$ cat config.mk
export PLATFORM = sky130hd
export DESIGN_NAME = instruction_fetch_stage
export DESIGN_NICKNAME = d
export VERILOG_FILES = /design/src/rtl/instruction_fetch_stage_pkg.sv /design/src/rtl/fetch_hold_buffer.sv /design/src/rtl/instruction_fetch_stage.sv
export SDC_FILE = /design/constraint.sdc
export NUM_CORES = 1
export LEC_CHECK = 0
export BUFFER_PORTS_ARGS = -buffer_cell sky130_fd_sc_hd__buf_2
export CAP_MARGIN = 10
export CORE_MARGIN = 1
export CORE_UTILIZATION = 40
export CTS_BUF_LIST = sky130_fd_sc_hd__clkbuf_8 sky130_fd_sc_hd__clkbuf_16
export DETAILED_ROUTE_END_ITERATION = 10
export PLACE_DENSITY = 0.62
export SKIP_CTS_REPAIR_TIMING = 1
export SKIP_LAST_GASP = 1
export SLEW_MARGIN = 20
export SYNTH_ARGS = -nofsm -noshare
export SYNTH_HDL_FRONTEND = slang
export SYNTH_HIERARCHICAL = 1
export SYNTH_SLANG_ARGS = --single-unit
$ cat constraint.sdc
create_clock -name Clk -period 5.9 [get_ports Clk]
set_input_delay 1.18 -clock Clk [delete_from_list [all_inputs] [get_ports Clk]]
set_output_delay 1.18 -clock Clk [all_outputs]
set_load 0.01 [all_outputs]
$ cat src/rtl/instruction_fetch_stage_pkg.sv
// instruction_fetch_stage_pkg: shared constants and types for the fetch stage
package instruction_fetch_stage_pkg;
  localparam int PC_W = 32;
  localparam logic [PC_W-1:0] RESET_PC = 32'h0000_0000;
  localparam logic [PC_W-1:0] NOP_WORD = 32'h0000_0000;
  typedef enum logic {FETCH, DISCARD} fetch_state_t;
endpackage

$ cat src/rtl/fetch_hold_buffer.sv
// fetch_hold_buffer: one-entry slot parking a word that returns while decode is stalled
module fetch_hold_buffer
  import instruction_fetch_stage_pkg::*;
(
  input  logic            clk,
  input  logic            rst,
  input  logic            load,
  input  logic            clear,
  input  logic [PC_W-1:0] d_instr,
  input  logic [PC_W-1:0] d_pcplus4,
  output logic [PC_W-1:0] instr,
  output logic [PC_W-1:0] pcplus4,
  output logic            valid
);
  // clear beats load; payload only changes on load
  always_ff @(posedge clk or posedge rst)
    if (rst) begin
      instr   <= '0;
      pcplus4 <= '0;
      valid   <= 1'b0;
    end else if (clear) begin
      valid   <= 1'b0;
    end else if (load) begin
      instr   <= d_instr;
      pcplus4 <= d_pcplus4;
      valid   <= 1'b1;
    end
endmodule

$ cat src/rtl/instruction_fetch_stage.sv
// instruction_fetch_stage: PC, variable-latency imem fetch, stall hold buffer, redirect, IF/ID register
module instruction_fetch_stage #(
  parameter logic [31:0] RESET_PC = instruction_fetch_stage_pkg::RESET_PC,
  parameter logic [31:0] NOP_WORD = instruction_fetch_stage_pkg::NOP_WORD
) (
  input  logic        Clk,
  input  logic        Reset,
  input  logic        Stall,
  input  logic        Redirect,
  input  logic [31:0] RedirectPC,
  output logic        ImemReq,
  output logic [31:0] ImemAddr,
  input  logic        ImemReady,
  input  logic [31:0] ImemRData,
  output logic [31:0] PC,
  output logic [31:0] IfIdInstr,
  output logic [31:0] IfIdPCPlus4,
  output logic        IfIdValid
);
  import instruction_fetch_stage_pkg::*;
  fetch_state_t state, state_nx;
  logic [31:0] pc_nx, pend_pc, pend_nx, pc_plus4, target, hold_instr, hold_pcplus4;
  logic hold_valid, in_flight, accept;
  assign pc_plus4  = PC + 32'd4;
  assign target    = {RedirectPC[31:2], 2'b00};
  assign in_flight = (state == DISCARD) | ~hold_valid;
  assign ImemReq   = ~Reset & in_flight;
  assign ImemAddr  = PC;
  assign accept    = (state == FETCH) & ImemReady & ~Redirect;
  fetch_hold_buffer u_hold (
    .clk       (Clk),
    .rst       (Reset),
    .load      (accept & Stall),
    .clear     (Redirect | (~Stall & hold_valid)),
    .d_instr   (ImemRData),
    .d_pcplus4 (pc_plus4),
    .instr     (hold_instr),
    .pcplus4   (hold_pcplus4),
    .valid     (hold_valid)
  );
  // a redirect with a fetch still outstanding parks its target so PC keeps addressing the in-flight word
  always_comb begin
    state_nx = state;
    pc_nx    = PC;
    pend_nx  = pend_pc;
    if (Redirect) begin
      if (ImemReady | ~in_flight) begin
        pc_nx    = target;
        state_nx = FETCH;
      end else begin
        pend_nx  = target;
        state_nx = DISCARD;
      end
    end else if (state == DISCARD) begin
      if (ImemReady) begin
        pc_nx    = pend_pc;
        state_nx = FETCH;
      end
    end else if (accept) begin
      pc_nx = pc_plus4;
    end
  end
  // fetch state, PC and parked redirect target
  always_ff @(posedge Clk or posedge Reset)
    if (Reset) begin
      state   <= FETCH;
      PC      <= RESET_PC;
      pend_pc <= '0;
    end else begin
      state   <= state_nx;
      PC      <= pc_nx;
      pend_pc <= pend_nx;
    end
  // IF/ID register: redirect/discard bubble, stall freeze, hold drain, fresh word, else bubble
  always_ff @(posedge Clk or posedge Reset)
    if (Reset) begin
      IfIdInstr   <= NOP_WORD;
      IfIdPCPlus4 <= '0;
      IfIdValid   <= 1'b0;
    end else if (Redirect | (state == DISCARD)) begin
      IfIdInstr   <= NOP_WORD;
      IfIdPCPlus4 <= '0;
      IfIdValid   <= 1'b0;
    end else if (!Stall) begin
      IfIdInstr   <= hold_valid ? hold_instr : accept ? ImemRData : NOP_WORD;
      IfIdPCPlus4 <= hold_valid ? hold_pcplus4 : accept ? pc_plus4 : '0;
      IfIdValid   <= hold_valid | accept;
    end
endmodule

==> key figures, run 1 <==
Status
  • Status: finished clean

Detailed routing
  • DRT iter0 DRCs: 594
  • Drt pass-1 iters: 5
  • Vias per cell: ~5.4
  • Wire per inst: approximately 20 um
  • WL final: ~26 mm
  • Residual DRC count: 0
  • DR vias: between 7k and 8k
  • Routed Antenna Nets: 0

Clocking
  • Reg clk slew, reported paths: about 0.07 ns
  • Root buffer cell: clkbuf_16
  • CTS Buffer Depth: 2
  • H-tree Lvls: 4
  • Total CTS buffers: 17
  • Worst-Skew Late Latency: about 0.44 ns
  • Clock sinks: between 150 and 200
  • CTS tree: built

STA
  • Max Slew Vio Count: 0
  • Max Clock Skew: approximately 0.013 ns
  • Part of the cycle the worst path needs: approximately 61%
  • RSZ-0062 raised after global routing: no
  • Endpoints failing hold: 0
  • Relative slew slack: about 26%
  • Fmax: between 0.2 and 0.3 GHz
  • Setup Viol. Count Final: 0
  • Minimum clock period: approximately 3.6 ns
  • Fin Setup TNS: 0 ns
  • Slew @ Worst Pin: between 1 and 1.5 ns

Floorplan
  • Initial core utilization: about two fifths
  • DIE AREA: approximately 24000 um2
  • Die Width: 156.0 um
  • Core Area: around 23000 um2
  • Io pins: a little under 200
  • Die Y: ~160 um
  • Rows: 55

Flow run
  • Maxcap violations: 0

Critical path
  • R2r startpoint: ImemAddr[2]$_DFFE_PP0P_
  • Worst setup startpoint: Stall
  • CP required: approximately 6.2 ns
  • CP Data Arrival Time: approximately 3.9 ns
  • Startpoint types: input port
  • Crit Path Max Fanout: 42
  • Crit Path Category: in2reg
  • Critical path capture point type: register

Synthesis
  • Synth Flop Type: dfrtp_1
  • Post-Syn Instances: around 840
  • Synth async-reset ratio: between 90% and 100%
  • Unique masters post-synth: 65
  • Register area share after synthesis: ~50%
  • Synth Warn #: 6
  • EDFF count, synth: 0
  • Post-synthesis cell area: 9484 um2
  • Seq cells post-synth: 191
  • Avg Cell Area, Syn: between 10 and 15 um2

Power and ir drop
  • Logic pwr share: around a fifth
  • Pwr dens: between 300 and 400 nW/um2
  • Internal power: 2.552 mW
  • Worst vdd ir: 167.4 uV
  • P_sw: between 1 and 1.5 mW
  • Clock network power share: 33.2%
  • Static Leak: between 5 and 6 nW
  • Switch share: 29.92%
  • Sequential power share: 46.9%

Placement
  • RePlAce Congestion: 0.8445
  • Dpl hpwl: about 17 mm
  • IO Port Bufs: about 190
  • Cell Area, Placed: about 10000 um2

Final layout
  • Reg area: approximately 4800 um2
  • Share of cells above drive strength 1: between 30% and 40%
  • Filler instances: between 2k and 2.5k
  • Area growth syn-to-layout: 16.25%
  • Design Area, Final: 11030 um2
  • Multi-input gate area: about 4000 um2
  • Final net count: about 1.0k
  • Ant diodes: 0

Hold path
  • Hold Path Class: reg2reg
  • Hold Startpoint: pend_pc[18]$_DFFE_PP0P_

GRT
  • Vias in the first global route: 6910
  • Total track usage: about 22%
  • Initial antenna violation count: 0
  • First-pass GRT wire length: between 40 and 50 mm
  • Remaining Overflow, GRT: 0
  • Largest net degree at the start of global routing: 66
[logic make-up after synthesis]
logic type      after synthesis  share of synthesized area (%)
compound gates              181                          13.81
simple gates                218                          11.77
buf+inv                     119                          7.335
fa+ha+maj                     1                         0.1319
mux                          98                          13.93
flops                       191                          50.40
other cells                   1                        0.03954
xor+xnor                     28                          2.586
[cells in the final DEF (no fill, tap or decap), types with 3 or more instances in the layout]
| master | count |
|---|---|
| nor2_1 | 68 |
| clkinv_4 | 3 |
| and3_1 | 13 |
| inv_1 | 20 |
| a222oi_1 | 5 |
| nand2b_1 | 9 |
| nand4_1 | 10 |
| dfrtp_1 | 191 |
| nor4_1 | 5 |
| nand3_1 | 19 |
| o31a_1 | 4 |
| clkbuf_16 | 17 |
| a221oi_1 | 39 |
| mux2i_1 | 6 |
| a21o_1 | 16 |
| a31oi_1 | 4 |
| mux2_2 | 32 |
| xor2_1 | 11 |
| a22o_1 | 14 |
| buf_2 | 192 |
| and4_1 | 3 |
| inv_8 | 5 |
| conb_1 | 6 |
| buf_4 | 19 |
| o21ai_0 | 30 |
| xnor2_1 | 17 |
| nor3_1 | 42 |
| a21oi_1 | 28 |
| o22a_1 | 3 |
| mux2_4 | 60 |
| o31ai_1 | 5 |
| o21a_1 | 3 |
| nand2_1 | 29 |
| a22oi_1 | 7 |
| o22ai_1 | 4 |
| a221o_1 | 3 |
[routing by layer]
layer | wire (um) | vias to the layer above | GRT usage [%]
met5 | 0 | - | 0
met4 | 374 | 0 | 6.583
met3 | 1546 | 26 | 4.528
met2 | 11330 | 251 | 31.59
met1 | 12340 | 3537 | 32.18
li1 | - | 3272 | -
[flip-flops by register name, summed over array words and instances, names as in the netlist]
name	flops
IfIdInstr	32
IfIdPCPlus4	32
IfIdValid	1
ImemAddr	30
pend_pc	30
state	1
u_hold/instr	32
u_hold/pcplus4	32
u_hold/valid	1
[worst max-delay path, cell delays in order]
cell and delay, ns:
buf_2 0.08, buf_4 0.40, clkinv_1 0.38, nor3_1 0.33, nor2b_4 0.51, buf_4 0.64, mux2_4 0.36
[stage by stage]
| step | power (mW) | cells | util [%] | hold WS, ns | setup slack, ns |
|---|---|---|---|---|---|
| after floorplan | 2.231 | 842 | - | 0.4583 | 1.364 |
| after global placement | 2.432 | 1270 | 45.41 | 0.4805 | 1.866 |
| after detailed placement | 2.452 | 1270 | 45.41 | 0.4788 | 1.842 |
| after CTS | 3.669 | 1302 | 48.09 | 0.5073 | 2.296 |
| after global routing | 3.808 | 1302 | 48.11 | 0.5217 | 2.101 |
| final | 3.642 | 1302 | 48.11 | 0.5064 | 2.273 |
[final timing paths]
kind / endpoint / slack [ns] / cells after the start
worst max-delay path: u_hold/instr[16]$_DFFE_PP0P_ / 2.27 / 7
worst min-delay path: pend_pc[18]$_DFFE_PP0P_ / 0.51 / 1
worst max register to register: u_hold/pcplus4[28]$_DFFE_PP0P_ / 3.33 / 6
worst min register to register: pend_pc[18]$_DFFE_PP0P_ / 0.51 / 1
max in group asynchronous: IfIdInstr[1]$_DFFE_PP0P_ / 4.00 / 3
min in group asynchronous: pend_pc[21]$_DFFE_PP0P_ / 0.72 / 2
[cells in the mapped netlist (17+ instances only)]
| cell | count | share of area (%) |
|---|---|---|
| nor3_1 | 43 | 2.3 |
| a21oi_1 | 29 | 1.5 |
| o21ai_0 | 30 | 1.6 |
| nand2_1 | 29 | 1.1 |
| mux2_4 | 60 | 9.5 |
| inv_1 | 22 | 0.87 |
| xnor2_1 | 17 | 1.6 |
| a221oi_1 | 39 | 3.6 |
| nand3_1 | 19 | 1.0 |
| nor2_1 | 68 | 2.7 |
| buf_4 | 34 | 2.7 |
| clkbuf_1 | 43 | 1.7 |
| mux2_2 | 32 | 3.8 |
| dfrtp_1 | 191 | 50 |
[power groups by stage]
stage	clock, mW	sequential (mW)	combinational [mW]
final	1.21	1.71	0.724
after global routing	1.28	1.74	0.791
after CTS	1.24	1.71	0.728
after detailed placement	0	1.73	0.726
after global placement	0	1.72	0.712
after floorplan	0	1.70	0.532
[area by class of cell]
cell class / count / share of cell area (%)
clock buffers: 18 / 3.983
clock inverters: 14 / 1.589
inverters: 23 / 0.8057
multi-input cells: 532 / 36.71
flip-flops and latches: 191 / 43.35
well taps: 313 / 3.552
repair buffers: 211 / 10.01
(Power assumes the default switching activity.)
==> inputs of run 2 (changes only) <==
--- a/config.mk
+++ b/config.mk
@@ -11,7 +11,7 @@
 export CORE_UTILIZATION = 40
 export CTS_BUF_LIST = sky130_fd_sc_hd__clkbuf_8 sky130_fd_sc_hd__clkbuf_16
 export DETAILED_ROUTE_END_ITERATION = 10
-export PLACE_DENSITY = 0.62
+export PLACE_DENSITY = 0.65
 export SKIP_CTS_REPAIR_TIMING = 1
 export SKIP_LAST_GASP = 1
 export SLEW_MARGIN = 20
==> constraint.sdc (replaced) <==
create_clock -name Clk -period 3.2 [get_ports Clk]
set_input_delay 0.64 -clock Clk [delete_from_list [all_inputs] [get_ports Clk]]
set_output_delay 0.64 -clock Clk [all_outputs]
set_load 0.01 [all_outputs]
==> run 2 against run 1 <==
Against the previous run: non-clock buffer count rose by 6; total power increased by 82%; first-iteration DRC count down 0.67%; clock power up 74%; worst hold slack worse by 0.19 ns.
==> key figures, run 2 (synthesized netlist as in run 1, its figures left out) <==
Critical path
  • R2r startpoint: ImemAddr[4]$_DFFE_PP0P_ (was ImemAddr[2]$_DFFE_PP0P_)
  • FF-to-FF End: u_hold/pcplus4[25]$_DFFE_PP0P_ (was u_hold/pcplus4[28]$_DFFE_PP0P_)
  • CP cell instances: nand4_1 > nor4_1 > nand3_1 > xnor2_1 > mux2_2 (was buf_2 > buf_4 > clkinv_1 > nor3_1 > nor2b_4 > buf_4 > mux2_4)
  • Depth of the most critical reg-to-reg path: 5 (was 6)
  • WP buf/inv: 0 (was 4)
  • Critical path capture point type: register (unchanged)
  • FF-to-FF setup slack: 0.71 ns (was 3.33 ns)
  • Slowest cell on crit path: nor4_1 (was buf_4)
  • Critical path's top delay family: simple AND/OR/NAND/NOR gates (was buffers and inverters)
  • CP Data Arrival Time: 2.81 ns (was 3.94 ns)
  • Startpoint types: register (was input port)
  • CP required: 3.51 ns (was 6.21 ns)
  • Crit path largest cell delay: 0.64 ns (about the same)
  • Crit Path Max Fanout: 8 (was 42)
  • Crit Path Category: reg2reg (was in2reg)

STA
  • Endpoints failing hold: 0 (unchanged)
  • Worst hold margin: 0.3155 ns (was 0.5064 ns)
  • Minimum clock period: 2.495 ns
  • Setup Viol. Count Final: 0 (unchanged)
  • Relative slew slack: 29.99% (was 25.96%)
  • Part of the cycle the worst path needs: between 70% and 80%
  • Max Clock Skew: 0.01073 ns (was 0.01251 ns)
  • Fin Setup TNS: 0 ns (unchanged)
  • Fmax: 0.4008 GHz
  • Final worst setup slack: 0.7051 ns (was 2.273 ns)
  • Max Slew Vio Count: 0 (unchanged)
  • Slew @ Worst Pin: 1.050 ns (was 1.106 ns)
  • RSZ-0062 raised after global routing: no (unchanged)

Floorplan
  • Core Area: 22920 um2 (unchanged)
  • Die Width: 156.0 um (unchanged)
  • Io pins: 199 (unchanged)
  • Rows: 55 (unchanged)
  • Die Y: 156.0 um (unchanged)
  • Initial core utilization: 41.39% (unchanged)
  • DIE AREA: 24330 um2 (unchanged)

Clocking
  • CTS tree: built (unchanged)
  • Clock sinks: 191 (unchanged)
  • Reg clk slew, reported paths: 0.08 ns (was 0.07 ns)
  • H-tree Lvls: 4 (unchanged)
  • Worst-Skew Late Latency: 0.43 ns (was 0.44 ns)
  • Root buffer cell: clkbuf_16 (unchanged)
  • CTS Buffer Depth: 2 (unchanged)
  • Total CTS buffers: 17 (unchanged)

GRT
  • Vias in the first global route: 6764 (was 6910)
  • First-pass GRT wire length: 40.62 mm (was 40.58 mm)
  • Remaining Overflow, GRT: 0 (unchanged)
  • Largest net degree at the start of global routing: 47 (was 66)
  • Initial antenna violation count: 0 (unchanged)
  • Total track usage: 21.61% (was 21.71%)

Status
  • Status: finished clean (unchanged)

Placement
  • Dpl hpwl: 17.29 mm (was 16.89 mm)
  • RePlAce Congestion: 0.8318 (was 0.8445)
  • Placed insts: 1276 (was 1270)
  • IO Port Bufs: 192 (unchanged)
  • Worst Setup Slack post-DPL: 0.7719 ns (was 1.842 ns)
  • Cell Area, Placed: 10510 um2 (was 10410 um2)

Power and ir drop
  • Total power draw: 6.613 mW (was 3.642 mW)
  • Static Leak: 5.319 nW (was 5.301 nW)
  • Pwr dens: 596.2 nW/um2 (was 330.3 nW/um2)
  • Worst vdd ir: 360.5 uV (was 167.4 uV)

Detailed routing
  • DRT iter0 DRCs: 590 (was 594)
  • Residual DRC count: 0 (unchanged)
  • Wire per inst: 19.69 um (was 19.65 um)
  • WL final: 25.76 mm (was 25.59 mm)
  • Drt pass-1 iters: 5 (unchanged)
  • DR vias: 7163 (was 7086)
  • Routed Antenna Nets: 0 (unchanged)
  • Vias per cell: 5.476 (was 5.442)

Final layout
  • Ant diodes: 0 (unchanged)
  • Share of cells above drive strength 1: 35.78% (was 35.49%)
  • Most frequent cells in the layout: buf_2, dfrtp_1, nor2_1, mux2_4, nor3_1 (unchanged)
  • Layout Utilization: 48.40% (was 48.11%)
  • Most common cell after layout, fill and taps aside: buf_2 (unchanged)
  • Final net count: 1052 (was 1046)
  • Design Area, Final: 11090 um2 (was 11030 um2)
  • Non-Filler Instances: 1308 (was 1302)
  • Area growth syn-to-layout: 16.95% (was 16.25%)
  • Filler instances: 2122 (was 2115)

Flow run
  • Maxcap violations: 0 (unchanged)

Hold path
  • Hold Path Class: in2async (was reg2reg)
-- run 2: metal layers --
metal / track usage (%) / wire (um) / part of all wire [%]
met4: 5.649 / 333 / 1.3
met1: 33.51 / 12520 / 49
met5: 0 / 0 / 0
met2: 30.57 / 11410 / 44
met3: 3.861 / 1492 / 5.8
-- run 2: cell type report --
| cell class | count | area, um2 | share of cell area (%) |
|---|---|---|---|
| clock inverter | 15 | 152.6 | 1.376 |
| tap | 313 | 391.6 | 3.531 |
| timing repair buffer | 217 | 1211 | 10.92 |
| sequential | 191 | 4780 | 43.09 |
| clock buffer | 17 | 425.4 | 3.835 |
| inverter | 23 | 90.09 | 0.8122 |
| multi-input combinational | 532 | 4041 | 36.44 |
-- run 2: how the worst max path moves through the flow --
| stage | to | startpoint | cells after the start |
|---|---|---|---|
| finish | u_hold/pcplus4[25]$_DFFE_PP0P_ | ImemAddr[4]$_DFFE_PP0P_ | 5 |
| CTS | u_hold/pcplus4[25]$_DFFE_PP0P_ | ImemAddr[4]$_DFFE_PP0P_ | 5 |
| detailed placement | IfIdPCPlus4[26]$_DFFE_PP0P_ | Redirect | 6 |
| global route | u_hold/pcplus4[25]$_DFFE_PP0P_ | ImemAddr[4]$_DFFE_PP0P_ | 5 |
| floorplan | u_hold/instr[0]$_DFFE_PP0P_ | Redirect | 11 |
| global placement | IfIdPCPlus4[20]$_DFFE_PP0P_ | Redirect | 6 |
-- run 2: worst reg2reg max path: cells and delay by family (launching register included) --
family / cells / cell delay, ns
XOR/XNOR: 1 / 0.26
flip-flops: 1 / 0.51
multiplexers: 1 / 0.29
AND/OR/NAND/NOR: 3 / 1.34
-- run 2: power by group --
part / internal, mW / leakage, nW / total [mW] / switching (mW)
clock network: 1.10 / 0.270 / 2.11 / 1.01
logic: 0.694 / 2.65 / 1.36 / 0.662
registers: 2.81 / 2.40 / 3.15 / 0.334
==> inputs of run 3 (changes only) <==
==> constraint.sdc (replaced) <==
create_clock -name Clk -period 2 [get_ports Clk]
set_input_delay 0.4 -clock Clk [delete_from_list [all_inputs] [get_ports Clk]]
set_output_delay 0.4 -clock Clk [all_outputs]
set_load 0.01 [all_outputs]
==> run 3 against run 2 <==
Against the previous run: first-iteration DRC count is 11% lower; worst hold slack worse by 0.29 ns; clock-buffer cell count stayed put; critical path type is now reg2out; critical endpoint is now ImemReq; largest power group unchanged.
==> key figures, run 3 (synthesized netlist as in run 1, its figures left out) <==
GRT
  • First-pass GRT wire length: 41.65 mm (was 40.62 mm)
  • Vias in the first global route: 7155 (was 6764)
  • Remaining Overflow, GRT: 0 (unchanged)
  • Largest net degree at the start of global routing: 66 (was 47)
  • Initial antenna violation count: 0 (unchanged)
  • Total track usage: 22.37% (was 21.61%)

Floorplan
  • Core Area: 22920 um2 (unchanged)
  • Initial core utilization: 41.39% (unchanged)
  • DIE AREA: 24330 um2 (unchanged)
  • Die Y: 156.0 um (unchanged)
  • Rows: 55 (unchanged)
  • Io pins: 199 (unchanged)
  • Die Width: 156.0 um (unchanged)

Critical path
  • CP Data Arrival Time: 1.56 ns (was 2.81 ns)
  • Most used cell along the critical path: buf_4
  • WP buf/inv: 3 (was 0)
  • R2r startpoint: ImemAddr[6]$_DFFE_PP0P_ (was ImemAddr[4]$_DFFE_PP0P_)
  • Startpoint types: register (unchanged)
  • FF-to-FF End: u_hold/pcplus4[17]$_DFFE_PP0P_ (was u_hold/pcplus4[25]$_DFFE_PP0P_)
  • Depth of the most critical reg-to-reg path: 7 (was 5)
  • CP cell instances: buf_4 > nor2b_2 > buf_4 > nor2_1 > buf_2 (was nand4_1 > nor4_1 > nand3_1 > xnor2_1 > mux2_2)
  • Crit path largest cell delay: 0.38 ns (was 0.64 ns)
  • Crit Path Max Fanout: 4 (was 8)
  • Worst setup startpoint: state$_DFF_PP0_ (was ImemAddr[4]$_DFFE_PP0P_)
  • Slowest cell on crit path: dfrtp_1 (was nor4_1)
  • Critical path capture point type: primary output (was register)
  • Critical path's top delay family: buffers and inverters (was simple AND/OR/NAND/NOR gates)
  • WP depth: 5 (unchanged)
  • CP required: 1.60 ns (was 3.51 ns)
  • Crit Path Category: reg2out (was reg2reg)
  • FF-to-FF setup slack: 0.05 ns (was 0.71 ns)

Power and ir drop
  • Pwr dens: 925.2 nW/um2 (was 596.2 nW/um2)
  • Worst vdd ir: 483.8 uV (was 360.5 uV)
  • Static Leak: 5.700 nW (was 5.319 nW)

Detailed routing
  • WL final: 26.29 mm (was 25.76 mm)
  • DR vias: 7351 (was 7163)
  • Routed Antenna Nets: 0 (unchanged)
  • DRT iter0 DRCs: 523 (was 590)
  • Residual DRC count: 0 (unchanged)
  • Wire per inst: 19.12 um (was 19.69 um)
  • Vias per cell: 5.346 (was 5.476)
  • Drt pass-1 iters: 5 (unchanged)

Placement
  • RePlAce Congestion: 0.8912 (was 0.8318)
  • Worst Setup Slack post-DPL: -0.01703 ns (was 0.7719 ns)
  • Placed insts: 1342 (was 1276)
  • Dpl hpwl: 18.46 mm (was 17.29 mm)
  • IO Port Bufs: 192 (unchanged)

STA
  • Final worst setup slack: 0.04184 ns (was 0.7051 ns)
  • Fmax: about 0.51 GHz
  • Part of the cycle the worst path needs: 97.91%
  • RSZ-0062 raised after global routing: yes (was no)
  • Fin Setup TNS: 0 ns (unchanged)
  • Minimum clock period: between 1.5 and 2 ns
  • Endpoints failing hold: 0 (unchanged)
  • Max Clock Skew: 0.01470 ns (was 0.01073 ns)
  • Max Slew Vio Count: 0 (unchanged)
  • Setup Viol. Count Final: 0 (unchanged)

Clocking
  • Clock sinks: 191 (unchanged)
  • Worst-Skew Late Latency: 0.44 ns (was 0.43 ns)
  • H-tree Lvls: 4 (unchanged)
  • CTS Buffer Depth: 2 (unchanged)
  • CTS tree: built (unchanged)
  • Total CTS buffers: 17 (unchanged)
  • Root buffer cell: clkbuf_16 (unchanged)
  • Reg clk slew, reported paths: 0.08 ns (about the same)

Final layout
  • Final net count: 1119 (was 1052)
  • Non-Filler Instances: 1375 (was 1308)
  • Most common cell after layout, fill and taps aside: buf_2 (unchanged)
  • Share of cells above drive strength 1: 41.34% (was 35.78%)
  • Filler instances: 2081 (was 2122)
  • Layout Utilization: 51.32% (was 48.40%)
  • Area growth syn-to-layout: 24.01% (was 16.95%)
  • Ant diodes: 0 (unchanged)
  • Most frequent cells in the layout: buf_2, dfrtp_1, buf_4, nor2_1, mux2_4 (was buf_2, dfrtp_1, nor2_1, mux2_4, nor3_1)

Status
  • Status: finished clean (unchanged)

Hold path
  • Hold Path Class: in2async (unchanged)

Flow run
  • Maxcap violations: 0 (unchanged)
==> run 3: cell types whose count changed in the layout (fill, tap and decap cells not counted), moves of 3 or more <==
cell	change
buf_4	+64
buf_12	+3
nor4_1	-3
inv_6	+5
clkinv_8	+3
nor3_1	-3
clkinvlp_4	-4
==> run 3: how the worst max path moves through the flow <==
stage	end	slack, ns
floorplan	u_hold/instr[0]$_DFFE_PP0P_	-0.34
global placement	u_hold/pcplus4[22]$_DFFE_PP0P_	0.009
detailed placement	ImemAddr[22]$_DFFE_PP0P_	-0.02
CTS	ImemReq	-0.10
global route	u_hold/pcplus4[28]$_DFFE_PP0P_	-0.05
finish	ImemReq	0.04
==> run 3: final cells by class <==
class | instances | area (um2) | area share, %
inverter | 23 | 93.84 | 0.7979
multi-input combinational | 532 | 4155 | 35.33
clock buffer | 17 | 425.4 | 3.617
timing repair buffer | 284 | 1752 | 14.89
tap | 313 | 391.6 | 3.330
clock inverter | 15 | 161.4 | 1.372
sequential | 191 | 4782 | 40.66
==> run 3: metal layers <==
layer	global-route usage (%)	wire length, um	vias to the layer above	share of wire [%]
met1	33.15	12510	3703	48
met5	0	0	-	0
met4	6.069	352	0	1.3
met2	33.65	12220	201	47
li1	-	-	3427	-
met3	3.667	1194	20	4.5
==> run 3: through the flow <==
step                      power [mW]  cell area, um2  hold slack [ns]
after floorplan                6.616            9604           0.4583
after global placement         7.453           11100           0.4790
after detailed placement       7.534           11100           0.4737
after CTS                      10.93           11690         0.006394
after global routing           11.39           11760          0.03022
final                          10.88           11760          0.02253
==> run 3: worst register-to-register path, cell delays in order, from the launching register on <==
cell and delay (ns):
dfrtp_1 0.39, buf_4 0.19, and4_2 0.29, nand2_1 0.07, nor4_1 0.35, xor2_1 0.13
buf_4 0.18, mux2_4 0.25
==> run 3: power by group <==
group / total, mW / switching [mW] / internal, mW / leakage, nW
combinational: 2.59 / 1.27 / 1.32 / 3.01
sequential: 4.90 / 0.397 / 4.50 / 2.40
clock: 3.39 / 1.70 / 1.68 / 0.288
total: 10.9 / 3.37 / 7.51 / 5.70
